===== config.mk =====
export PLATFORM = sky130hd
export DESIGN_NAME = mc_ctrl_fsm
export DESIGN_NICKNAME = d
export VERILOG_FILES = /design/src/rtl/mc_ctrl_fsm.sv
export SDC_FILE = /design/constraint.sdc
export NUM_CORES = 1
export LEC_CHECK = 0
export ABC_AREA = 1
export BUFFER_PORTS_ARGS = -buffer_cell sky130_fd_sc_hd__buf_2
export CELL_PAD_IN_SITES_DETAIL_PLACEMENT = 1
export CELL_PAD_IN_SITES_GLOBAL_PLACEMENT = 1
export CORE_MARGIN = 5
export CORE_UTILIZATION = 25
export CTS_BUF_LIST = sky130_fd_sc_hd__clkbuf_8
export DETAILED_ROUTE_END_ITERATION = 12
export GPL_ROUTABILITY_DRIVEN = 0
export PLACE_DENSITY_LB_ADDON = 0.1
export SYNTH_ARGS = -nofsm -noshare
export SYNTH_HDL_FRONTEND = slang
export SYNTH_SLANG_ARGS = --single-unit

===== constraint.sdc =====
create_clock -name clk -period 3.3 [get_ports clk]
set_input_delay 0.33 -clock clk [delete_from_list [all_inputs] [get_ports clk]]
set_output_delay 0.33 -clock clk [all_outputs]
set_load 0.1 [all_outputs]

===== src/rtl/mc_ctrl_fsm.sv =====
// Multicycle control sequencer for the RV32I datapath: fetch, decode, exec,
// memory and write-back sequencing with ack timeouts and a retire counter.
module mc_ctrl_fsm #(
  parameter int WIDTH       = 32,
  parameter int CNT_W       = 32,
  parameter int MEM_TIMEOUT = 15
) (
  input  logic             clk,
  input  logic             rst,
  output logic             imem_req,
  input  logic             imem_ack,
  input  logic [WIDTH-1:0] imem_rdata,
  output logic [WIDTH-1:0] ir,
  output logic [2:0]       imm_type,
  output logic             alu_src_b,
  input  logic             br_cond,
  output logic             dmem_req,
  output logic             dmem_we,
  input  logic             dmem_ack,
  output logic             rf_we,
  output logic [1:0]       wb_sel,
  output logic             pc_we,
  output logic [1:0]       pc_sel,
  output logic             illegal,
  output logic             bus_err,
  output logic [CNT_W-1:0] instr_cnt
);

  typedef enum logic [2:0] {
    S_FETCH, S_DECODE, S_EXEC, S_MEM, S_WB, S_HALT
  } state_t;

  typedef enum logic [2:0] {
    OP_BAD, OP_ALI, OP_LOAD, OP_STORE, OP_BR, OP_JALR, OP_JAL, OP_LUI
  } op_t;

  localparam int TW = (MEM_TIMEOUT > 1) ? $clog2(MEM_TIMEOUT) : 1;
  localparam logic [TW-1:0] LIMIT = TW'((MEM_TIMEOUT > 0) ? MEM_TIMEOUT - 1 : 0);

  state_t          state, next;
  op_t             op;
  logic [2:0]      imm_dec;
  logic [TW-1:0]   wait_cnt;
  logic            timeout;
  logic            retire;
  logic            set_illegal;
  logic            set_bus_err;

  always_comb begin
    op = OP_BAD;
    case (ir[6:0])
      7'b0010011: op = OP_ALI;
      7'b0000011: op = OP_LOAD;
      7'b0100011: op = OP_STORE;
      7'b1100011: op = OP_BR;
      7'b1100111: op = OP_JALR;
      7'b1101111: op = OP_JAL;
      7'b0110111: op = OP_LUI;
      default:    op = OP_BAD;
    endcase
  end

  always_comb begin
    imm_dec = 3'd0;
    case (op)
      OP_ALI:           imm_dec = (ir[13:12] == 2'b01) ? 3'd6 : 3'd1;
      OP_LOAD, OP_JALR: imm_dec = 3'd1;
      OP_STORE:         imm_dec = 3'd2;
      OP_BR:            imm_dec = 3'd3;
      OP_LUI:           imm_dec = 3'd4;
      OP_JAL:           imm_dec = 3'd5;
      default:          imm_dec = 3'd0;
    endcase
  end

  // Limit reached only matters when no ack arrives that same cycle.
  assign timeout = (MEM_TIMEOUT != 0) && (wait_cnt == LIMIT);

  always_comb begin
    next        = state;
    imem_req    = 1'b0;
    imm_type    = 3'd0;
    alu_src_b   = 1'b0;
    dmem_req    = 1'b0;
    dmem_we     = 1'b0;
    rf_we       = 1'b0;
    wb_sel      = 2'd0;
    pc_we       = 1'b0;
    pc_sel      = 2'd0;
    retire      = 1'b0;
    set_illegal = 1'b0;
    set_bus_err = 1'b0;
    case (state)
      S_FETCH: begin
        imem_req = 1'b1;
        if (imem_ack) begin
          next = S_DECODE;
        end else if (timeout) begin
          set_bus_err = 1'b1;
          next        = S_HALT;
        end
      end
      S_DECODE: begin
        imm_type = imm_dec;
        if (op == OP_BAD) begin
          set_illegal = 1'b1;
          next        = S_HALT;
        end else begin
          next = S_EXEC;
        end
      end
      S_EXEC: begin
        imm_type  = imm_dec;
        alu_src_b = (op != OP_BR);
        case (op)
          OP_BR: begin
            pc_we  = 1'b1;
            pc_sel = br_cond ? 2'd1 : 2'd0;
            retire = 1'b1;
            next   = S_FETCH;
          end
          OP_LOAD, OP_STORE: next = S_MEM;
          default:           next = S_WB;
        endcase
      end
      S_MEM: begin
        imm_type  = imm_dec;
        alu_src_b = 1'b1;
        dmem_req  = 1'b1;
        dmem_we   = (op == OP_STORE);
        if (dmem_ack) begin
          if (op == OP_STORE) begin
            pc_we  = 1'b1;
            retire = 1'b1;
            next   = S_FETCH;
          end else begin
            next = S_WB;
          end
        end else if (timeout) begin
          set_bus_err = 1'b1;
          next        = S_HALT;
        end
      end
      S_WB: begin
        imm_type  = imm_dec;
        alu_src_b = 1'b1;
        rf_we     = 1'b1;
        pc_we     = 1'b1;
        retire    = 1'b1;
        next      = S_FETCH;
        case (op)
          OP_LOAD: wb_sel = 2'd1;
          OP_JAL:  begin wb_sel = 2'd2; pc_sel = 2'd1; end
          OP_JALR: begin wb_sel = 2'd2; pc_sel = 2'd2; end
          default: wb_sel = 2'd0;
        endcase
      end
      default: next = S_HALT;
    endcase
    // Reset forces every strobe low immediately, even mid-access.
    if (rst) begin
      imem_req  = 1'b0;
      imm_type  = 3'd0;
      alu_src_b = 1'b0;
      dmem_req  = 1'b0;
      dmem_we   = 1'b0;
      rf_we     = 1'b0;
      wb_sel    = 2'd0;
      pc_we     = 1'b0;
      pc_sel    = 2'd0;
    end
  end

  always_ff @(posedge clk or posedge rst) begin
    if (rst) begin
      state     <= S_FETCH;
      ir        <= WIDTH'(32'h0000_0013);
      instr_cnt <= '0;
      illegal   <= 1'b0;
      bus_err   <= 1'b0;
      wait_cnt  <= '0;
    end else begin
      state <= next;
      if (state == S_FETCH && imem_ack) ir <= imem_rdata;
      if (retire) instr_cnt <= instr_cnt + CNT_W'(1);
      if (set_illegal) illegal <= 1'b1;
      if (set_bus_err) bus_err <= 1'b1;
      if (next != state) wait_cnt <= '0;
      else if (state == S_FETCH || state == S_MEM) wait_cnt <= wait_cnt + 1'b1;
    end
  end

endmodule

[Word-level counts from Yosys, hierarchy flattened]
Cells that the tools add are included.
Word-level totals
  register bits: 73
  input port bits: 37
  word-level logic and storage cells: 83
Cells by class
  add/sub/neg operators: 2
  equal/unequal tests: 22
  multiplexer cells: 43
  reductions and logical operators: 10
Operators by type and width (count)
  32-bit by 1-bit adder with 32-bit output, second input constant: 1
  3-bit two-way mux: 8
  7-bit equality test, second input constant: 3
  3-bit case mux with 7 select lines: 1
  1-bit two-way mux: 20
  3-bit case mux with 6 select lines: 1
  3-bit equality test, second input constant: 5
  3-bit case mux with 5 select lines: 1
  7-bit by 6-bit equality test with 1-bit output, second input constant: 2
  3-bit by 2-bit equality test with 1-bit output, second input constant: 4
  2-bit case mux with 2 select lines: 3
  4-bit two-way mux: 2
  2-bit OR reduction: 4
  7-bit by 2-bit equality test with 1-bit output, second input constant: 1
  7-bit by 5-bit equality test with 1-bit output, second input constant: 1
  3-bit by 1-bit equality test with 1-bit output, second input constant: 2
  3-bit zero test: 2
  2-bit two-way mux: 3
  3-bit case mux with 2 select lines: 1
  4-bit by 1-bit adder with 4-bit output, second input constant: 1
  4-bit equality test, second input constant: 1
  1-bit case mux with 2 select lines: 2
  4-bit OR reduction: 1
  3-bit inequality test: 1
  6 further kinds: 6

[Depth between registers and ports, before layout]
  depth after elaboration: 8
  gate-level depth with buffers: 13

[Least setup slack after synthesis]
OpenSTA, ideal clock, no wires.
  kind: register to output
  start point: register state[0]
  end point: output port wb_sel[1]
  data arrival time: 4410 ps
  slack: -1440 ps
  stages on the path, launching flop included: 8
  buffers on the path: 0
  cell sequence: dfrtp_1 inv_2 nand2_1 nor2_1 inv_1 nor2_1 inv_1 o21ai_0
Between the ends
  word-level cells in the longest chain between the ends: 3
Ends and longest elaborated chain
  from (decl): RTL line 40  | state_t state, next;
  from (signal assigned): RTL line 183  | state <= next;
  3-bit equality test: RTL line 93  | case (state)
  2-bit two-way mux: RTL line 93
  2-bit two-way mux: RTL line 161  | if (rst) begin
  to (decl): RTL line 21  | output logic [1:0] wb_sel,
No other way between the ends.

[Worst setup path after layout]
  start point: register ir[1]
  end point: output port imm_type[2]
Between the ends
  word-level cells in the longest chain between the ends: 7
  elaborated cells between the ends (all ways): 19
  those cells by class: eq/ne (14); mux (4); reduce/logical (1)
Ends and longest elaborated chain
  from (decl): RTL line 13  | output logic [WIDTH-1:0] ir,
  from (signal assigned): RTL line 177  | ir <= WIDTH'(32'h0000_0013);
  from (signal assigned): RTL line 184  | if (state == S_FETCH && imem_ack) ir <= imem_rdata;
  7-bit by 6-bit equality test with 1-bit output, or another cell as far along: RTL line 51  | case (ir[6:0])
  3-bit case mux with 7 select lines *: RTL line 51
  3-bit equality test / 3-bit by 2-bit equality test with 1-bit output (equally long branches): RTL line 65  | case (op)
  2-bit OR reduction: RTL line 65
  3-bit case mux with 6 select lines *: RTL line 65
  3-bit two-way mux *: RTL line 93
  3-bit two-way mux *: RTL line 161
  to (decl): RTL line 14  | output logic [2:0] imm_type,
Mark *: on every way between the ends. The rest lies on a longest branch, timed or not.

==> flow_summary.toml <==
[status]
run_status = "finished clean"

[placement]
dp_hpwl_um = 10300
numPortBuffers = 115
dpl.cell_count = 871

[worst_setup_path]
worstReg2RegStart = "state[0]$_DFF_PP0_"
cpMaxStageDelayCell = "dfstp_2"
worst-path-max-fanout = 5
critical_path.endpoint_type = "output port"
critical_path.top_delay_family = "simple AND/OR/NAND/NOR gates"
path_buf_inv = 1
worst_ep_required_time_ns = 2.97
arrival_ns = 2.36
crit_type = "flip-flop to output port"
crit_path_max_incr_delay_ns = 0.56
startpoint = "ir[1]$_DFFE_PP1P_"
startpoint_type = "flip-flop"
crit_chain = "nand2_2 -> nor2_1 -> nand2_2 -> nand3_1 -> nor2_1 -> nor3_1 -> nand2_1 -> nor2_2 -> buf_2"

[synth]
synth_adder_area_share = 0.00921
synthArstFlopShare = 1.00
synth_ff_type = "dfrtp_1"
netlist_instances = 549
synth-compound-area-share = 0.0399
syn_nets = 589
synth_top_cell_by_area = "dfrtp_1"
synth.area.top_cells = "dfrtp_1 43%, nand2_1 18%, inv_1 5.5%"
synth_edf_count = 0
ys_ff_latch = 73
synth-xor-area-share = 0.0602
ys_types = 32
syn_area_mm2 = 0.00407
yosys_warnings = 0
ys_seq_area_frac = 0.449
synth_mux_area_frac = 0
synth-simple-area-share = 0.365
synth_top_family_by_area = "simple AND/OR/NAND/NOR gates"
syn_area_per_cell_um2 = 7.42
synth_top_area_share = 0.430

[drt]
first_pass_iters = 4
drc = 0
antenna_left = 0
wl_per_cell_um = 14.9
avgViaCountPerCell = 4.37
vias = 3879
routed_wirelength_um = 13200
drt_iter0_drc = 97

[die]
row_count = 46
io_pins = 116
die_area_mm2 = 0.0189
start_util = 0.256
die_h_um = 138
fp.coreArea_mm2 = 0.0159
die_width_um = 138

[cts]
htree_levels = 3
worstSkewPairLatency_ns = 0.36
cts_tree = "yes"
clk_pin_slew_ns = 0.08
cts_buffers = 9
cts_sinks = 73
postCtsHoldBufs = 0
cts_setup_buffers = 0
clockRootBuffer = "clkbuf_8"
clk_path_buf_depth = 2
post_cts_resized = 0

[finish]
final_util = 0.318
n_antenna_cell = 0
final_nets = 706
seq_area_mm2 = 0.00183
multi_input_area_mm2 = 0.00196
layout.cells.non_filler = 887
syn2layout_area_growth_pct = 24.6
fill_cells = 2011
drive_gt1_frac = 0.256

[min_path]
hold_path.class = "input pin to flip-flop"
hp-start = "imem_rdata[0]"

[sta]
whs_ns = 0.171
skew_ns = 0.0146
setup_violations = 0
fin_crit_sh = 0.816
fmax_ghz = 0.371
finalHoldViolCount = 0
rsz0062_at_grt = "false"
worst_pin_slew_ns = 0.982
post-route-min-period_ns = 2.69
slew_viol_final = 0
totalNegativeSetupSlack_ns = 0
slew_headroom = 0.345

[power_and_ir_drop]
leakage_nw = 2.77
p_per_area_mw_per_mm2 = 309
finalPower_mw = 1.57
vdd_drop_max_mv = 0.156

[global_routing]
grt_pass1_vias = 4213
grt_overflow = 0
antenna_found_initial = 0
grt_pass1_wl_um = 21500
grt.total_usage = 0.145
grt_max_degree = 74

[job]
max_cap_violations = 0
==> flip-flops by register name, indices dropped and copies added, names as in the netlist <==
register and cells:
state 3, instr_cnt 32, ir 32, illegal 1
bus_err 1, wait_cnt 4
==> worst paths after layout <==
path,slack (ns),end,cells after the start
max in group asynchronous,2.29,instr_cnt[30]$_DFFE_PP0N_,3
min in group asynchronous,0.39,instr_cnt[27]$_DFFE_PP0N_,3
worst max-delay path,0.61,imm_type[2],9
worst max register to register,1.08,ir[30]$_DFFE_PP0P_,8
worst min register to register,0.46,illegal$_DFFE_PP0P_,2
worst min-delay path,0.17,ir[0]$_DFFE_PP1P_,3
==> tightest hold or removal path, stage by stage <==
cell     delay (ns)
buf_2          0.09
nand2_1        0.05
nand2_1        0.04
==> layer usage <==
metal / vias up / part of all wire / wire length [µm] / GRT usage
li1: 1948 / - / - / -
met2: 89 / 0.45 / 6000 / 0.232
met5: - / 0 / 0 / 0
met1: 1828 / 0.45 / 5970 / 0.184
met3: 14 / 0.081 / 1070 / 0.0500
met4: 0 / 0.012 / 158 / 0.0449
==> area by class of cell <==
class / instances / area share
Sequential cell: 73 / 0.361
Inverter: 67 / 0.0498
Tap cell: 216 / 0.0533
Clock buffer: 10 / 0.0271
Clock inverter: 6 / 0.00468
Timing Repair Buffer: 118 / 0.118
Multi-Input combinational cell: 397 / 0.387
==> per-stage QoR <==
stage | setup slack [ns] | cell area [µm²]
floorplan | -0.284 | 4100
global placement | 1.04 | 4910
detailed placement | 0.967 | 4910
CTS | 0.571 | 5070
global route | 0.403 | 5070
finish | 0.606 | 5070
==> placed cells by master, fill, tap and decap left out <==
master,count
xor2_1,24
clkbuf_8,10
nor3_2,5
nor4_1,2
nand2_1,197
inv_1,64
inv_2,7
nor2_2,7
a21oi_1,3
or3b_2,1
and2_1,1
o21ai_1,2
buf_2,115
clkinv_2,2
nor2_4,1
nor3_4,1
ha_1,3
a221oi_2,1
nor3_1,17
nand2_4,1
nor4_2,2
xnor2_1,4
o21ai_0,23
nor2_1,49
nand4_1,13
a31oi_1,1
dfstp_2,3
nand2_2,6
buf_4,3
nand3b_1,1
nand3_2,7
o211ai_1,1
nand3_1,24
dfrtp_1,70
==> synthesized netlist by cell type, types with 4 or more instances <==
master / count
nand3_2: 7
inv_1: 60
inv_2: 7
nand2_2: 6
nand3_1: 24
nor2_1: 52
nor3_2: 4
nand2_1: 197
clkbuf_1: 5
nor2_2: 4
nor3_1: 19
dfrtp_1: 70
xnor2_1: 4
xor2_1: 24
o21ai_0: 24
buf_2: 6
nand4_1: 13
==> power by group <==
| group | total, mW | leakage, nW | switching, mW | internal [mW] |
|---|---|---|---|---|
| clock network | 0.627 | 0.102 | 0.347 | 0.280 |
| logic | 0.0489 | 1.75 | 0.0322 | 0.0166 |
| registers | 0.895 | 0.913 | 0.000297 | 0.895 |
| total | 1.57 | 2.77 | 0.380 | 1.19 |
==> kinds of logic (layout without fill, tap and decap cells) <==
| kind of cell | Yosys count | count (layout) |
|---|---|---|
| flip-flops | 73 | 73 |
| adder cells (fa/ha/maj) | 3 | 3 |
| AND/OR/NAND/NOR | 335 | 335 |
| XOR/XNOR | 28 | 28 |
| buffers and inverters | 79 | 201 |
| AO/OA/AOI/OAI | 31 | 31 |
No activity file was read; power rests on OpenSTA's default activity.
